### config.mk
export PLATFORM = sky130hd
export DESIGN_NAME = mem_port_arbiter_flat
export DESIGN_NICKNAME = d
export VERILOG_FILES = /design/src/rtl/mem_port_arbiter_if.sv /design/src/rtl/mem_port_arbiter.sv /design/src/flat_wrapper.sv
export SDC_FILE = /design/constraint.sdc
export NUM_CORES = 1
export LEC_CHECK = 0
export ABC_AREA = 1
export CAP_MARGIN = 20
export CELL_PAD_IN_SITES_DETAIL_PLACEMENT = 1
export CELL_PAD_IN_SITES_GLOBAL_PLACEMENT = 2
export CORE_MARGIN = 8
export CORE_UTILIZATION = 22
export CTS_CLUSTER_DIAMETER = 50
export DETAILED_ROUTE_END_ITERATION = 6
export PLACE_DENSITY = 0.79
export SLEW_MARGIN = 20
export SYNTH_ARGS = -nofsm -noshare
export SYNTH_HDL_FRONTEND = slang
export SYNTH_SLANG_ARGS = --single-unit
### constraint.sdc
create_clock -name clk -period 1.4 [get_ports clk]
set_input_delay 0.28 -clock clk [delete_from_list [all_inputs] [get_ports clk]]
set_output_delay 0.28 -clock clk [all_outputs]
set_load 0.02 [all_outputs]
### src/rtl/mem_port_arbiter_if.sv
// Bundles the IF, MEM-stage and memory-side signals of the unified memory port arbiter.
// slave is the arbiter's view; master is the pipeline/memory environment's view.
interface mem_port_arbiter_if #(
  parameter int ADDR_W = 32,
  parameter int DATA_W = 32
);
  logic              if_req;
  logic [ADDR_W-1:0] if_addr;
  logic [DATA_W-1:0] if_rdata;
  logic              if_ack;
  logic              dm_read;
  logic              dm_write;
  logic [ADDR_W-1:0] dm_addr;
  logic [DATA_W-1:0] dm_wdata;
  logic [DATA_W-1:0] dm_rdata;
  logic              dm_ack;
  logic              mem_req;
  logic              mem_we;
  logic [ADDR_W-1:0] mem_addr;
  logic [DATA_W-1:0] mem_wdata;
  logic [DATA_W-1:0] mem_rdata;
  logic              mem_ready;
  logic              stall_if;
  logic              stall_mem;
  logic              timeout_err;

  modport slave (
    input  if_req, if_addr, dm_read, dm_write, dm_addr, dm_wdata, mem_rdata, mem_ready,
    output if_rdata, if_ack, dm_rdata, dm_ack, mem_req, mem_we, mem_addr, mem_wdata,
           stall_if, stall_mem, timeout_err
  );

  modport master (
    output if_req, if_addr, dm_read, dm_write, dm_addr, dm_wdata, mem_rdata, mem_ready,
    input  if_rdata, if_ack, dm_rdata, dm_ack, mem_req, mem_we, mem_addr, mem_wdata,
           stall_if, stall_mem, timeout_err
  );
endinterface

### src/rtl/mem_port_arbiter.sv
// Data-priority arbiter for a single-port memory shared by IF and MEM, with IF starvation guard and timeout.
// Best case one access per 3 cycles; requesters hold their request (stalled) until a one-cycle ack.
module mem_port_arbiter #(
  parameter int ADDR_W          = 32,
  parameter int DATA_W          = 32,
  parameter int DATA_MAX_CONSEC = 4,
  parameter int TIMEOUT_CYCLES  = 255
) (
  input  logic                clk,
  input  logic                rst,
  mem_port_arbiter_if.slave   bus
);

  typedef enum logic [1:0] {IDLE, GNT_D, GNT_I, DONE} state_t;

  state_t            state, state_nxt;
  logic [3:0]        cons_cnt, cons_cnt_nxt;
  logic [7:0]        tmo_cnt, tmo_cnt_nxt;
  logic              mem_req_nxt, mem_we_nxt;
  logic              if_ack_nxt, dm_ack_nxt, timeout_err_nxt;
  logic [ADDR_W-1:0] mem_addr_nxt;
  logic [DATA_W-1:0] mem_wdata_nxt, if_rdata_nxt, dm_rdata_nxt;
  logic              dm_pend, starve_if, tmo_hit;

  assign dm_pend       = bus.dm_read | bus.dm_write;
  assign starve_if     = (cons_cnt == 4'(DATA_MAX_CONSEC));
  assign tmo_hit       = (tmo_cnt == 8'(TIMEOUT_CYCLES - 1));
  assign bus.stall_if  = bus.if_req & ~bus.if_ack;
  assign bus.stall_mem = dm_pend & ~bus.dm_ack;

  always_ff @(posedge clk or negedge rst) begin
    if (!rst) begin
      state           <= IDLE;
      cons_cnt        <= '0;
      tmo_cnt         <= '0;
      bus.mem_req     <= 1'b0;
      bus.mem_we      <= 1'b0;
      bus.mem_addr    <= '0;
      bus.mem_wdata   <= '0;
      bus.if_ack      <= 1'b0;
      bus.dm_ack      <= 1'b0;
      bus.if_rdata    <= '0;
      bus.dm_rdata    <= '0;
      bus.timeout_err <= 1'b0;
    end else begin
      state           <= state_nxt;
      cons_cnt        <= cons_cnt_nxt;
      tmo_cnt         <= tmo_cnt_nxt;
      bus.mem_req     <= mem_req_nxt;
      bus.mem_we      <= mem_we_nxt;
      bus.mem_addr    <= mem_addr_nxt;
      bus.mem_wdata   <= mem_wdata_nxt;
      bus.if_ack      <= if_ack_nxt;
      bus.dm_ack      <= dm_ack_nxt;
      bus.if_rdata    <= if_rdata_nxt;
      bus.dm_rdata    <= dm_rdata_nxt;
      bus.timeout_err <= timeout_err_nxt;
    end
  end

  always_comb begin
    state_nxt       = state;
    cons_cnt_nxt    = cons_cnt;
    tmo_cnt_nxt     = tmo_cnt;
    mem_req_nxt     = bus.mem_req;
    mem_we_nxt      = bus.mem_we;
    mem_addr_nxt    = bus.mem_addr;
    mem_wdata_nxt   = bus.mem_wdata;
    if_ack_nxt      = bus.if_ack;
    dm_ack_nxt      = bus.dm_ack;
    if_rdata_nxt    = bus.if_rdata;
    dm_rdata_nxt    = bus.dm_rdata;
    timeout_err_nxt = bus.timeout_err;

    case (state)
      IDLE: begin
        // IF wins only when data is idle or data has used up its consecutive-grant allowance
        if (bus.if_req && (!dm_pend || starve_if)) begin
          state_nxt    = GNT_I;
          mem_addr_nxt = bus.if_addr;
          mem_we_nxt   = 1'b0;
          mem_req_nxt  = 1'b1;
          cons_cnt_nxt = '0;
        end else if (dm_pend) begin
          state_nxt     = GNT_D;
          mem_addr_nxt  = bus.dm_addr;
          mem_wdata_nxt = bus.dm_wdata;
          mem_we_nxt    = bus.dm_write;
          mem_req_nxt   = 1'b1;
          cons_cnt_nxt  = bus.if_req ? cons_cnt + 4'd1 : 4'd0;
        end
      end
      GNT_D, GNT_I: begin
        // A watchdog expiry completes the access like a normal one, but with zero read data
        if (bus.mem_ready || tmo_hit) begin
          state_nxt   = DONE;
          mem_req_nxt = 1'b0;
          mem_we_nxt  = 1'b0;
          if (state == GNT_I) begin
            if_ack_nxt   = 1'b1;
            if_rdata_nxt = bus.mem_ready ? bus.mem_rdata : '0;
          end else begin
            dm_ack_nxt = 1'b1;
            if (!bus.mem_we) dm_rdata_nxt = bus.mem_ready ? bus.mem_rdata : '0;
          end
          if (!bus.mem_ready) timeout_err_nxt = 1'b1;
        end else begin
          tmo_cnt_nxt = tmo_cnt + 8'd1;
        end
      end
      DONE: begin
        // Requesters still show the request they were just acked for, so skip arbitration here
        if_ack_nxt  = 1'b0;
        dm_ack_nxt  = 1'b0;
        tmo_cnt_nxt = '0;
        state_nxt   = IDLE;
      end
      default: state_nxt = IDLE;
    endcase
  end

endmodule

### src/flat_wrapper.sv
// flat-port wrapper written by rule: the top's interface ports become plain ports
module mem_port_arbiter_flat 
#(
  parameter int ADDR_W          = 32,
  parameter int DATA_W          = 32,
  parameter int DATA_MAX_CONSEC = 4,
  parameter int TIMEOUT_CYCLES  = 255
)
  (clk, rst, bus_if_req, bus_if_addr, bus_dm_read, bus_dm_write, bus_dm_addr, bus_dm_wdata, bus_mem_rdata, bus_mem_ready, bus_if_rdata, bus_if_ack, bus_dm_rdata, bus_dm_ack, bus_mem_req, bus_mem_we, bus_mem_addr, bus_mem_wdata, bus_stall_if, bus_stall_mem, bus_timeout_err);
  mem_port_arbiter_if #(.ADDR_W(ADDR_W), .DATA_W(DATA_W)) bus_i ();
  input  logic clk;
  input  logic rst;
  input wire logic [$bits(bus_i.if_req)-1:0] bus_if_req;
  input wire logic [$bits(bus_i.if_addr)-1:0] bus_if_addr;
  input wire logic [$bits(bus_i.dm_read)-1:0] bus_dm_read;
  input wire logic [$bits(bus_i.dm_write)-1:0] bus_dm_write;
  input wire logic [$bits(bus_i.dm_addr)-1:0] bus_dm_addr;
  input wire logic [$bits(bus_i.dm_wdata)-1:0] bus_dm_wdata;
  input wire logic [$bits(bus_i.mem_rdata)-1:0] bus_mem_rdata;
  input wire logic [$bits(bus_i.mem_ready)-1:0] bus_mem_ready;
  output wire logic [$bits(bus_i.if_rdata)-1:0] bus_if_rdata;
  output wire logic [$bits(bus_i.if_ack)-1:0] bus_if_ack;
  output wire logic [$bits(bus_i.dm_rdata)-1:0] bus_dm_rdata;
  output wire logic [$bits(bus_i.dm_ack)-1:0] bus_dm_ack;
  output wire logic [$bits(bus_i.mem_req)-1:0] bus_mem_req;
  output wire logic [$bits(bus_i.mem_we)-1:0] bus_mem_we;
  output wire logic [$bits(bus_i.mem_addr)-1:0] bus_mem_addr;
  output wire logic [$bits(bus_i.mem_wdata)-1:0] bus_mem_wdata;
  output wire logic [$bits(bus_i.stall_if)-1:0] bus_stall_if;
  output wire logic [$bits(bus_i.stall_mem)-1:0] bus_stall_mem;
  output wire logic [$bits(bus_i.timeout_err)-1:0] bus_timeout_err;
  assign bus_i.if_req = bus_if_req;
  assign bus_i.if_addr = bus_if_addr;
  assign bus_i.dm_read = bus_dm_read;
  assign bus_i.dm_write = bus_dm_write;
  assign bus_i.dm_addr = bus_dm_addr;
  assign bus_i.dm_wdata = bus_dm_wdata;
  assign bus_i.mem_rdata = bus_mem_rdata;
  assign bus_i.mem_ready = bus_mem_ready;
  assign bus_if_rdata = bus_i.if_rdata;
  assign bus_if_ack = bus_i.if_ack;
  assign bus_dm_rdata = bus_i.dm_rdata;
  assign bus_dm_ack = bus_i.dm_ack;
  assign bus_mem_req = bus_i.mem_req;
  assign bus_mem_we = bus_i.mem_we;
  assign bus_mem_addr = bus_i.mem_addr;
  assign bus_mem_wdata = bus_i.mem_wdata;
  assign bus_stall_if = bus_i.stall_if;
  assign bus_stall_mem = bus_i.stall_mem;
  assign bus_timeout_err = bus_i.timeout_err;
  mem_port_arbiter #(.ADDR_W(ADDR_W), .DATA_W(DATA_W), .DATA_MAX_CONSEC(DATA_MAX_CONSEC), .TIMEOUT_CYCLES(TIMEOUT_CYCLES)) u_core (.clk(clk), .rst(rst), .bus(bus_i));
endmodule
==> impl_metrics.toml <==
[critical_path]
r2r_cells = 11
crit_buf_inv = 4
cp_cell_sequence = "inv_2 > ha_4 > inv_2 > nor2_2 > nand2_2 > nand2_4 > nand3_4 > buf_12 > clkbuf_16 > nand2_2 > o21ai_2"
crit_path_top_delay_cell = "dfrtp_1"
worstSetupPathType = "flip-flop to flip-flop"
crit_family = "buffers and inverters"
critPathLaunchType = "flip-flop"
cp_max_fo = 9
crit_arrival_ns = 1.88
crit_path_end_kind = "flip-flop"
max_stage_delay_ns = 0.40
cp_num_cells = 11
required_ns = 1.72

[yosys]
ys_types = 26
yosys_warnings = 0
ys_seq_area_share_pct = 55.9
postSynthAreaPerCell_sq_um = 8.33
synth_nets = 933
netlist_instances = 790
synth_seq_cells = 147
netlist_area_sq_um = 6580

[cells_and_area]
diodes = 0
multi_input_area_sq_um = 3280
final_nets = 1298
final_area_sq_um = 12200
filler_cell_count = 3377
register_area_sq_um = 3680
area_delta_synth_final_pct = 85.5
drive_gt1_share_pct = 42.0

[floorplan]
initial_utilization_pct = 22.3
die-area_sq_um = 35700
num_rows = 63
io_pins = 269
core_sq_um = 29600
fp.dieW_microns = 189
die_y_microns = 189

[global_routing]
antenna_found_initial = 0
met2_usage_pct = 24.3
grt_start_max_net_pins = 45
grtUsageTotal_pct = 14.9
gr-usage-met3_pct = 6.59
grt_pass1_vias = 7273
grt_util_met1_pct = 18.1
grt_pass1_wl_microns = 42100
overflow = 0
busiest_layer = "met2"

[place]
port_buffers = 268
hpwlAfterDp_microns = 18700
gp_congestion = 0.736
pre_cts_ws_ns = -0.453
place_area_sq_um = 10200

[route]
routed_wl_microns = 28200
dr.first_iter.drc_count = 188
ant_nets = 0
wl_per_cell_microns = 18.1
dr.pass1.iters = 4
vias_per_cell = 4.27
drc = 0
vias = 6649

[timing]
setup_slack_ns = -0.160
skew_ns = 0.0132
setup_viol = 142
slew_viol_final = 0
relSlewSlack_pct = 68.9
fmax_mhz = 641
max_slew.worst_pin.slew_ns = 0.463
fin_crit_ns = 1.56
setup_tns_ns = -13.58
whs_ns = 0.304
rsz0062_at_grt = "yes"
min_period_over_period_pct = 111
hold_viol_final = 0

[worst_hold_path]
hold_path.class = "input pin to async pin"

[clock_tree]
insertion_delay_ns = 0.42
cts_root_buffer = "clkbuf_16"
clkSinkCount = 147
clk_pin_slew_ns = 0.07
clock_path_buffers = 2
cts_buffers = 17
cts_tree = "built"
cts_max_level = 4

[status]
violations = "negative setup slack"
status = "complete, but fails checks"

[pwr]
vdd_drop_max_mv = 0.819
powerDensity_nw_per_um2 = 2270
p_total_w = 0.0277
leakagePower_nw = 5.90

[job]
max_cap_violations = 0
[repair_timing]
item	CTS	global route
resized for setup	513	279
buffers inserted	22	16
hold buffers	1	0
pin swaps	22	38
setup endpoints to repair	281	198
endpoints found under the hold margin	23	0
gates cloned	8	10
[kinds of logic after synthesis]
logic type,synth area share (%)
compound gates,9.10
fa+ha+maj,1.71
buf+inv,6.52
flops,55.9
simple gates,26.8
[path summary, 6_finish.rpt]
| kind | slack, ns | from | to |
|---|---|---|---|
| max in group asynchronous | 0.49 | rst | u_core.bus.dm_rdata[22] |
| worst max register to register | -0.16 | u_core.tmo_cnt[0] | u_core.bus.dm_rdata[27] |
| worst min-delay path | 0.30 | rst | u_core.tmo_cnt[6] |
| worst min register to register | 0.48 | u_core.bus.mem_addr[26] | u_core.bus.mem_addr[26] |
| worst max-delay path | -0.16 | u_core.tmo_cnt[0] | u_core.bus.dm_rdata[27] |
| min in group clk | 0.40 | bus_dm_wdata[17] | u_core.bus.mem_wdata[17] |
[flip-flops by register name, summed over array words and instances, names as in the netlist]
name,cells
u_core.bus.if_ack,1
u_core.bus.dm_rdata,32
u_core.bus.timeout_err,1
u_core.state,2
u_core.bus.mem_we,1
u_core.bus.mem_addr,32
u_core.bus.if_rdata,32
u_core.bus.dm_ack,1
u_core.bus.mem_wdata,32
u_core.tmo_cnt,8
u_core.cons_cnt,4
u_core.bus.mem_req,1
[per-layer routing]
layer / up-vias / share of wire, %
li1: 3220 / -
met1: 3222 / 42
met2: 193 / 49
met3: 14 / 8.5
met4: 0 / 0.68
met5: - / 0
[placed cells by master (no fill, tap or decap), types with 23 or more instances in the layout]
cell type	instances
clkdlybuf4s50_1	132
nand2_4	39
o21ai_2	44
nand2_2	75
buf_4	61
o21ai_0	32
buf_2	67
dfrtp_1	146
o21ai_1	23
clkbuf_16	26
clkdlybuf4s15_2	59
nand2_1	239
inv_1	41
nand3_1	39
[synth_stat cells (all sizes together)]
| cell type | count | area, sq um |
|---|---|---|
| nor3 | 2 | 10.0 |
| o21ai | 100 | 542 |
| nand3 | 51 | 280 |
| buf | 29 | 181 |
| clkbuf | 11 | 41.3 |
| nor2 | 21 | 93.8 |
| dfrtp | 147 | 3680 |
| o22ai | 1 | 6.26 |
| nand2 | 354 | 1350 |
| inv | 55 | 206 |
| ha | 9 | 113 |
| a21oi | 2 | 10.0 |
| o21bai | 3 | 22.5 |
| nand3b | 1 | 7.51 |
| nand4 | 3 | 18.8 |
| a21boi | 1 | 18.8 |
[area by class of cell]
type                            count  area share [%]
Inverter                           55            1.77
Sequential cell                   147            30.1
Clock buffer                       17            3.48
Clock inverter                     15            1.70
Tap cell                          390            4.00
Timing Repair Buffer              386            32.1
Multi-Input combinational cell    548            26.8
[stage by stage]
stage	std cells	utilization, %
finish	1558	41.3
global route	1558	41.3
CTS	1543	39.6
detailed placement	1481	34.7
global placement	1481	34.7
floorplan	790	-
[power by group]
group | internal [W] | switching [W] | leakage [nW] | total [W]
Clock | 0.00291 | 0.00213 | 0.312 | 0.00504
Combinational | 0.00694 | 0.00838 | 3.74 | 0.0153
Sequential | 0.00610 | 0.00125 | 1.85 | 0.00735
Total | 0.0159 | 0.0118 | 5.90 | 0.0277
Note: power is estimated with default switching activity, not from simulation.
